### config.mk
export PLATFORM = sky130hd
export DESIGN_NAME = stream_mux_rr
export DESIGN_NICKNAME = d
export VERILOG_FILES = /design/src/rtl/stream_mux_rr.sv
export SDC_FILE = /design/constraint.sdc
export NUM_CORES = 1
export LEC_CHECK = 0
export CELL_PAD_IN_SITES_DETAIL_PLACEMENT = 2
export CELL_PAD_IN_SITES_GLOBAL_PLACEMENT = 2
export CORE_MARGIN = 2
export CORE_UTILIZATION = 21
export CTS_CLUSTER_SIZE = 30
export DETAILED_ROUTE_END_ITERATION = 10
export PLACE_DENSITY_LB_ADDON = 0.1
export SKIP_CTS_REPAIR_TIMING = 1
export SLEW_MARGIN = 30
export SYNTH_ARGS = -nofsm -noshare
export SYNTH_HDL_FRONTEND = slang
export SYNTH_SLANG_ARGS = --single-unit
### constraint.sdc
create_clock -name clk -period 8.7 [get_ports clk]
set_input_delay 1.74 -clock clk [delete_from_list [all_inputs] [get_ports clk]]
set_output_delay 1.74 -clock clk [all_outputs]
set_load 0.01 [all_outputs]
### src/rtl/stream_mux_rr.sv
// stream_mux_rr: N:1 valid/ready stream multiplexer with round-robin or
// fixed-priority arbitration and a single registered output stage.
// Ports: clk, rst (synchronous, active-high);
//   in_data/in_valid/in_ready : NUM_IN producer channels (flattened data);
//   out_data/out_valid/out_ready/out_sel : registered beat to the consumer.
// Optional macro STREAM_MUX_LOCK_EN adds in_last/out_last and holds the
// grant on one channel until it sends the last beat of a packet.
module stream_mux_rr #(
    parameter int BUS_WIDTH = 32,
    parameter int NUM_IN    = 4,
    parameter int ARB_MODE  = 0,
    parameter int SEL_W     = (NUM_IN > 1) ? $clog2(NUM_IN) : 1
) (
    input  logic                        clk,
    input  logic                        rst,
    input  logic [NUM_IN*BUS_WIDTH-1:0] in_data,
    input  logic [NUM_IN-1:0]           in_valid,
    output logic [NUM_IN-1:0]           in_ready,
    output logic [BUS_WIDTH-1:0]        out_data,
    output logic                        out_valid,
    input  logic                        out_ready,
    output logic [SEL_W-1:0]            out_sel
`ifdef STREAM_MUX_LOCK_EN
    ,
    input  logic [NUM_IN-1:0]           in_last,
    output logic                        out_last
`endif
);

    localparam logic [SEL_W-1:0] LAST_IDX = SEL_W'(NUM_IN - 1);

    logic [SEL_W-1:0]     ptr;
    logic [SEL_W-1:0]     idx;
    logic [SEL_W-1:0]     gidx;
    logic [SEL_W-1:0]     gidx_inc;
    logic                 any_valid;
    logic                 load;
    logic                 xfer;
    logic                 adv_ptr;
    logic [NUM_IN-1:0]    grant;
    logic [BUS_WIDTH-1:0] win_data;

`ifdef STREAM_MUX_LOCK_EN
    logic                 locked;
    logic [SEL_W-1:0]     lock_ch;
`endif

    // Output stage can take a new beat when empty or draining this cycle.
    assign load = ~out_valid | out_ready;

    // Circular search from ptr (round-robin) or from 0 (fixed priority).
    always_comb begin
        idx       = (ARB_MODE == 0) ? ptr : '0;
        any_valid = 1'b0;
        gidx      = '0;
        for (int k = 0; k < NUM_IN; k++) begin
            if (!any_valid && in_valid[idx]) begin
                any_valid = 1'b1;
                gidx      = idx;
            end
            idx = (idx == LAST_IDX) ? '0 : idx + SEL_W'(1);
        end
`ifdef STREAM_MUX_LOCK_EN
        // Mid-packet: only the owning channel may be granted.
        if (locked) begin
            gidx      = lock_ch;
            any_valid = in_valid[lock_ch];
        end
`endif
    end

    always_comb begin
        grant = '0;
        if (any_valid) begin
            grant = NUM_IN'(1) << gidx;
        end
    end

    assign in_ready = (load && !rst) ? grant : '0;
    assign xfer     = any_valid & load & ~rst;
    assign gidx_inc = (gidx == LAST_IDX) ? '0 : gidx + SEL_W'(1);

`ifdef STREAM_MUX_LOCK_EN
    assign adv_ptr = xfer & in_last[gidx];
`else
    assign adv_ptr = xfer;
`endif

    // Data select driven by the one-hot grant to avoid a wide index mux.
    always_comb begin
        win_data = '0;
        for (int i = 0; i < NUM_IN; i++) begin
            if (grant[i]) begin
                win_data = in_data[i*BUS_WIDTH +: BUS_WIDTH];
            end
        end
    end

    always_ff @(posedge clk) begin
        if (rst) begin
            out_valid <= 1'b0;
            out_data  <= '0;
            out_sel   <= '0;
            ptr       <= '0;
        end else begin
            if (xfer) begin
                out_valid <= 1'b1;
                out_data  <= win_data;
                out_sel   <= gidx;
            end else if (out_ready) begin
                out_valid <= 1'b0;
            end
            if (adv_ptr && (ARB_MODE == 0)) begin
                ptr <= gidx_inc;
            end
        end
    end

`ifdef STREAM_MUX_LOCK_EN
    always_ff @(posedge clk) begin
        if (rst) begin
            locked   <= 1'b0;
            lock_ch  <= '0;
            out_last <= 1'b0;
        end else if (xfer) begin
            locked   <= ~in_last[gidx];
            lock_ch  <= gidx;
            out_last <= in_last[gidx];
        end
    end
`endif

endmodule
==> summary.txt <==
status -> finished, final reports clean
register area share after synthesis -> 24.3%
complex-gate fraction of the synthesized area -> 29.6%
FILL cells -> 1680
Crit Reg-Reg Endpoint -> out_data[5]
max cap viols -> 0
Worst-path clk slew -> 0.06 ns
Crit path largest cell delay -> 0.58 ns
cts bufs inserted -> 5
DPL Wire Length -> 9150 um
Top FF cell, synth -> dfxtp_1
Avg Inst Size Synth -> 6.92 um^2
worst-skew pair later-pin latency -> 0.28 ns
Critical Path Source Type -> primary input
fin worst setup slack -> 2.08 ns
Core Region -> 14400 um^2
Bufs on Longest Clock Path -> 2
Async S/R FF share, synth -> 0%
Routed Antenna Nets -> 0
RSZ-0062 raised after global routing -> false
DIE HEIGHT -> 125 um
fmax -> 0.151 GHz
flop2flop setup slack -> 4.58 ns
most common cell after layout, fill and taps aside -> clkdlybuf4s50_1
Worst Setup SP -> in_valid[2]
Max rail drop VDD -> 0.273 mV
vias in the first global route -> 3901
mux contribution to synthesized area -> 4.22%
actual slew at the worst max-slew pin -> 0.670 ns
vias after detailed routing -> 3623
DR WL/cell -> 16.3 um
fin crit share -> 76.1%
worst path required time -> 6.96 ns
largest family of logic cells by synthesized area -> simple AND/OR/NAND/NOR gates
post-synthesis simple-gate area fraction -> 31.4%
Syn Nets -> 581
NumNets Final -> 724
DIE AREA -> 15500 um^2
largest net degree at the start of global routing -> 75
worst-case reg-to-reg path depth -> 14
TritonCTS Sinks -> 37
I/O Pins -> 174
Max Fanout on Critical Path -> 33
first-pass GRT wire length -> 20400 um
final wirelength -> 12500 um
worst reg2reg startpoint -> ptr[0]
commonest cells after routing, fill and taps aside -> 173 x clkdlybuf4s50_1, 101 x nand2_1, 70 x a21oi_1, 38 x o21ai_0, 37 x dfxtp_1
crit path cell chain -> clkdlybuf4s50_1 -> mux2_2 -> a311o_1 -> a22oi_1 -> o211ai_2 -> inv_1 -> ha_1 -> buf_4 -> and2_4 -> clkdlybuf4s50_1
critical path endpoint category -> output pin
total track usage -> 16.0%
number of synthesized register bits -> 37
Synth Area in Adders -> 2.05%
1st-iter DRT viols -> 115
Root Buffer -> clkbuf_16
Synth Warn # -> 0
Routability Congestion -> 0.769
crit path time final -> 6.62 ns
Die Width -> 125 um
layout cells sized above 1 -> 8.38%
Max H-tree Level -> 2
Final setup viols -> 0
Detailed Routing Iterations Pass 1 -> 4
critical path class -> in -> out
Syn Inst Count -> 441
setup tns final -> 0 ns
pre-CTS WS -> 2.03 ns
Area Overhead vs Synth -> 64.0%
count of different cell masters after synthesis -> 40
synthesized area -> 3050 um^2
Worst Skew -> 0.00607 ns
Slew Limit Fails -> 0
CTS tree -> yes
global route overflow -> 0
endpoints failing hold -> 0
post-DR vias/cell -> 4.71
worst setup path end -> in_ready[0]
initial core utilization -> 21.2%
CP arrival -> 4.88 ns
Slew headroom -> 55.4%
multi-input logic area -> 2080 um^2
n_diodes -> 0
worst hold-check path type -> reg -> reg
register area -> 741 um^2
initial antenna violation count -> 1
Worst path most repeated cell -> clkdlybuf4s50_1
CP max stage cell -> clkdlybuf4s50_1
drc violations -> 0
number of flops mapped to enable cells by yosys -> 0
row count -> 44
pwr dens -> 422 nW/um^2
XOR/XNOR Fraction of Synth Area -> 0.287%
Leak -> 1.73 nW
Port Buffers -> 173
[logic make-up (layout without fill, tap and decap cells)]
logic type / count (synthesis) / in the layout
buffers and inverters: 48 / 192
flip-flops: 37 / 37
AND/OR/NAND/NOR: 186 / 186
AO/OA/AOI/OAI: 155 / 155
adder cells (fa/ha/maj): 5 / 5
multiplexers: 9 / 9
XOR/XNOR: 1 / 1
[critical path: cells and delay by family]
kind	cells	cell delay (ns)
AND/OR/NAND/NOR	1	0.22
buffers and inverters	4	1.62
AO/OA/AOI/OAI	3	0.79
adder cells (fa/ha/maj)	1	0.15
multiplexers	1	0.35
[report_power, final]
group / internal, W / leakage (nW) / switching [W] / total [W]
Clock: 0.000105 / 0.0706 / 0.0000699 / 0.000175
Sequential: 0.000241 / 0.307 / 0.0000476 / 0.000288
Combinational: 0.000687 / 1.35 / 0.000963 / 0.00165
[flip-flops by register name, indices dropped and copies added (netlist names)]
register and cells:
out_valid 1, out_data 32, ptr 2, out_sel 2
[per-stage QoR]
stage / hold slack [ns] / area, um^2 / cells / power [W] / utilization, %
detailed placement: 0.461 / 4840 / 760 / 0.00196 / 33.7
floorplan: 0.486 / 3050 / 441 / 0.00149 / -
CTS: 0.469 / 4980 / 768 / 0.00216 / 34.6
global route: 0.495 / 5000 / 769 / 0.00238 / 34.8
finish: 0.468 / 5000 / 769 / 0.00211 / 34.8
global placement: 0.452 / 4840 / 760 / 0.00192 / 33.7
[Yosys cell counts (4+ instances only)]
library cell	count	share of area, %
o21ai_0	38	6.2
ha_1	5	2.1
buf_1	5	0.62
nor2_1	4	0.49
o21ai_1	12	2.0
o21ai_2	21	6.0
a21oi_1	70	11
inv_1	5	0.62
nand3b_1	32	7.9
clkbuf_1	26	3.2
mux2i_1	5	1.6
nand2b_1	36	7.4
and2_4	4	1.1
dfxtp_1	37	24
nand2_1	101	12
buf_6	8	3.0
[how the worst min path moves through the flow]
stage / slack (ns) / cells after the start / endpoint / from
2_1_floorplan: 0.49 / 2 / out_data[10] / out_data[10]
3_3_place_gp: 0.45 / 2 / out_data[21] / out_data[21]
3_5_place_dp: 0.46 / 2 / out_data[31] / out_data[31]
4_1_cts: 0.47 / 2 / out_data[31] / out_data[31]
5_1_grt: 0.50 / 2 / out_data[4] / out_data[4]
6_report: 0.47 / 2 / out_data[4] / out_data[4]
[cell type report]
type	instances	share of cell area, %
Inverter	5	0.375
Tap cell	184	4.60
Clock inverter	2	0.200
Clock buffer	6	2.58
Multi-Input combinational cell	356	41.5
Sequential cell	37	14.8
Timing Repair Buffer	179	35.9
[layer usage]
layer / global-route usage (%) / vias to the layer above / wire [um]
met2: 29.2 / 90 / 6350
met1: 17.9 / 1725 / 5070
met4: 3.17 / 2 / 121
met3: 5.88 / 10 / 974
met5: 0 / - / 13
li1: - / 1796 / -
No activity file was read; power rests on OpenSTA's default activity.
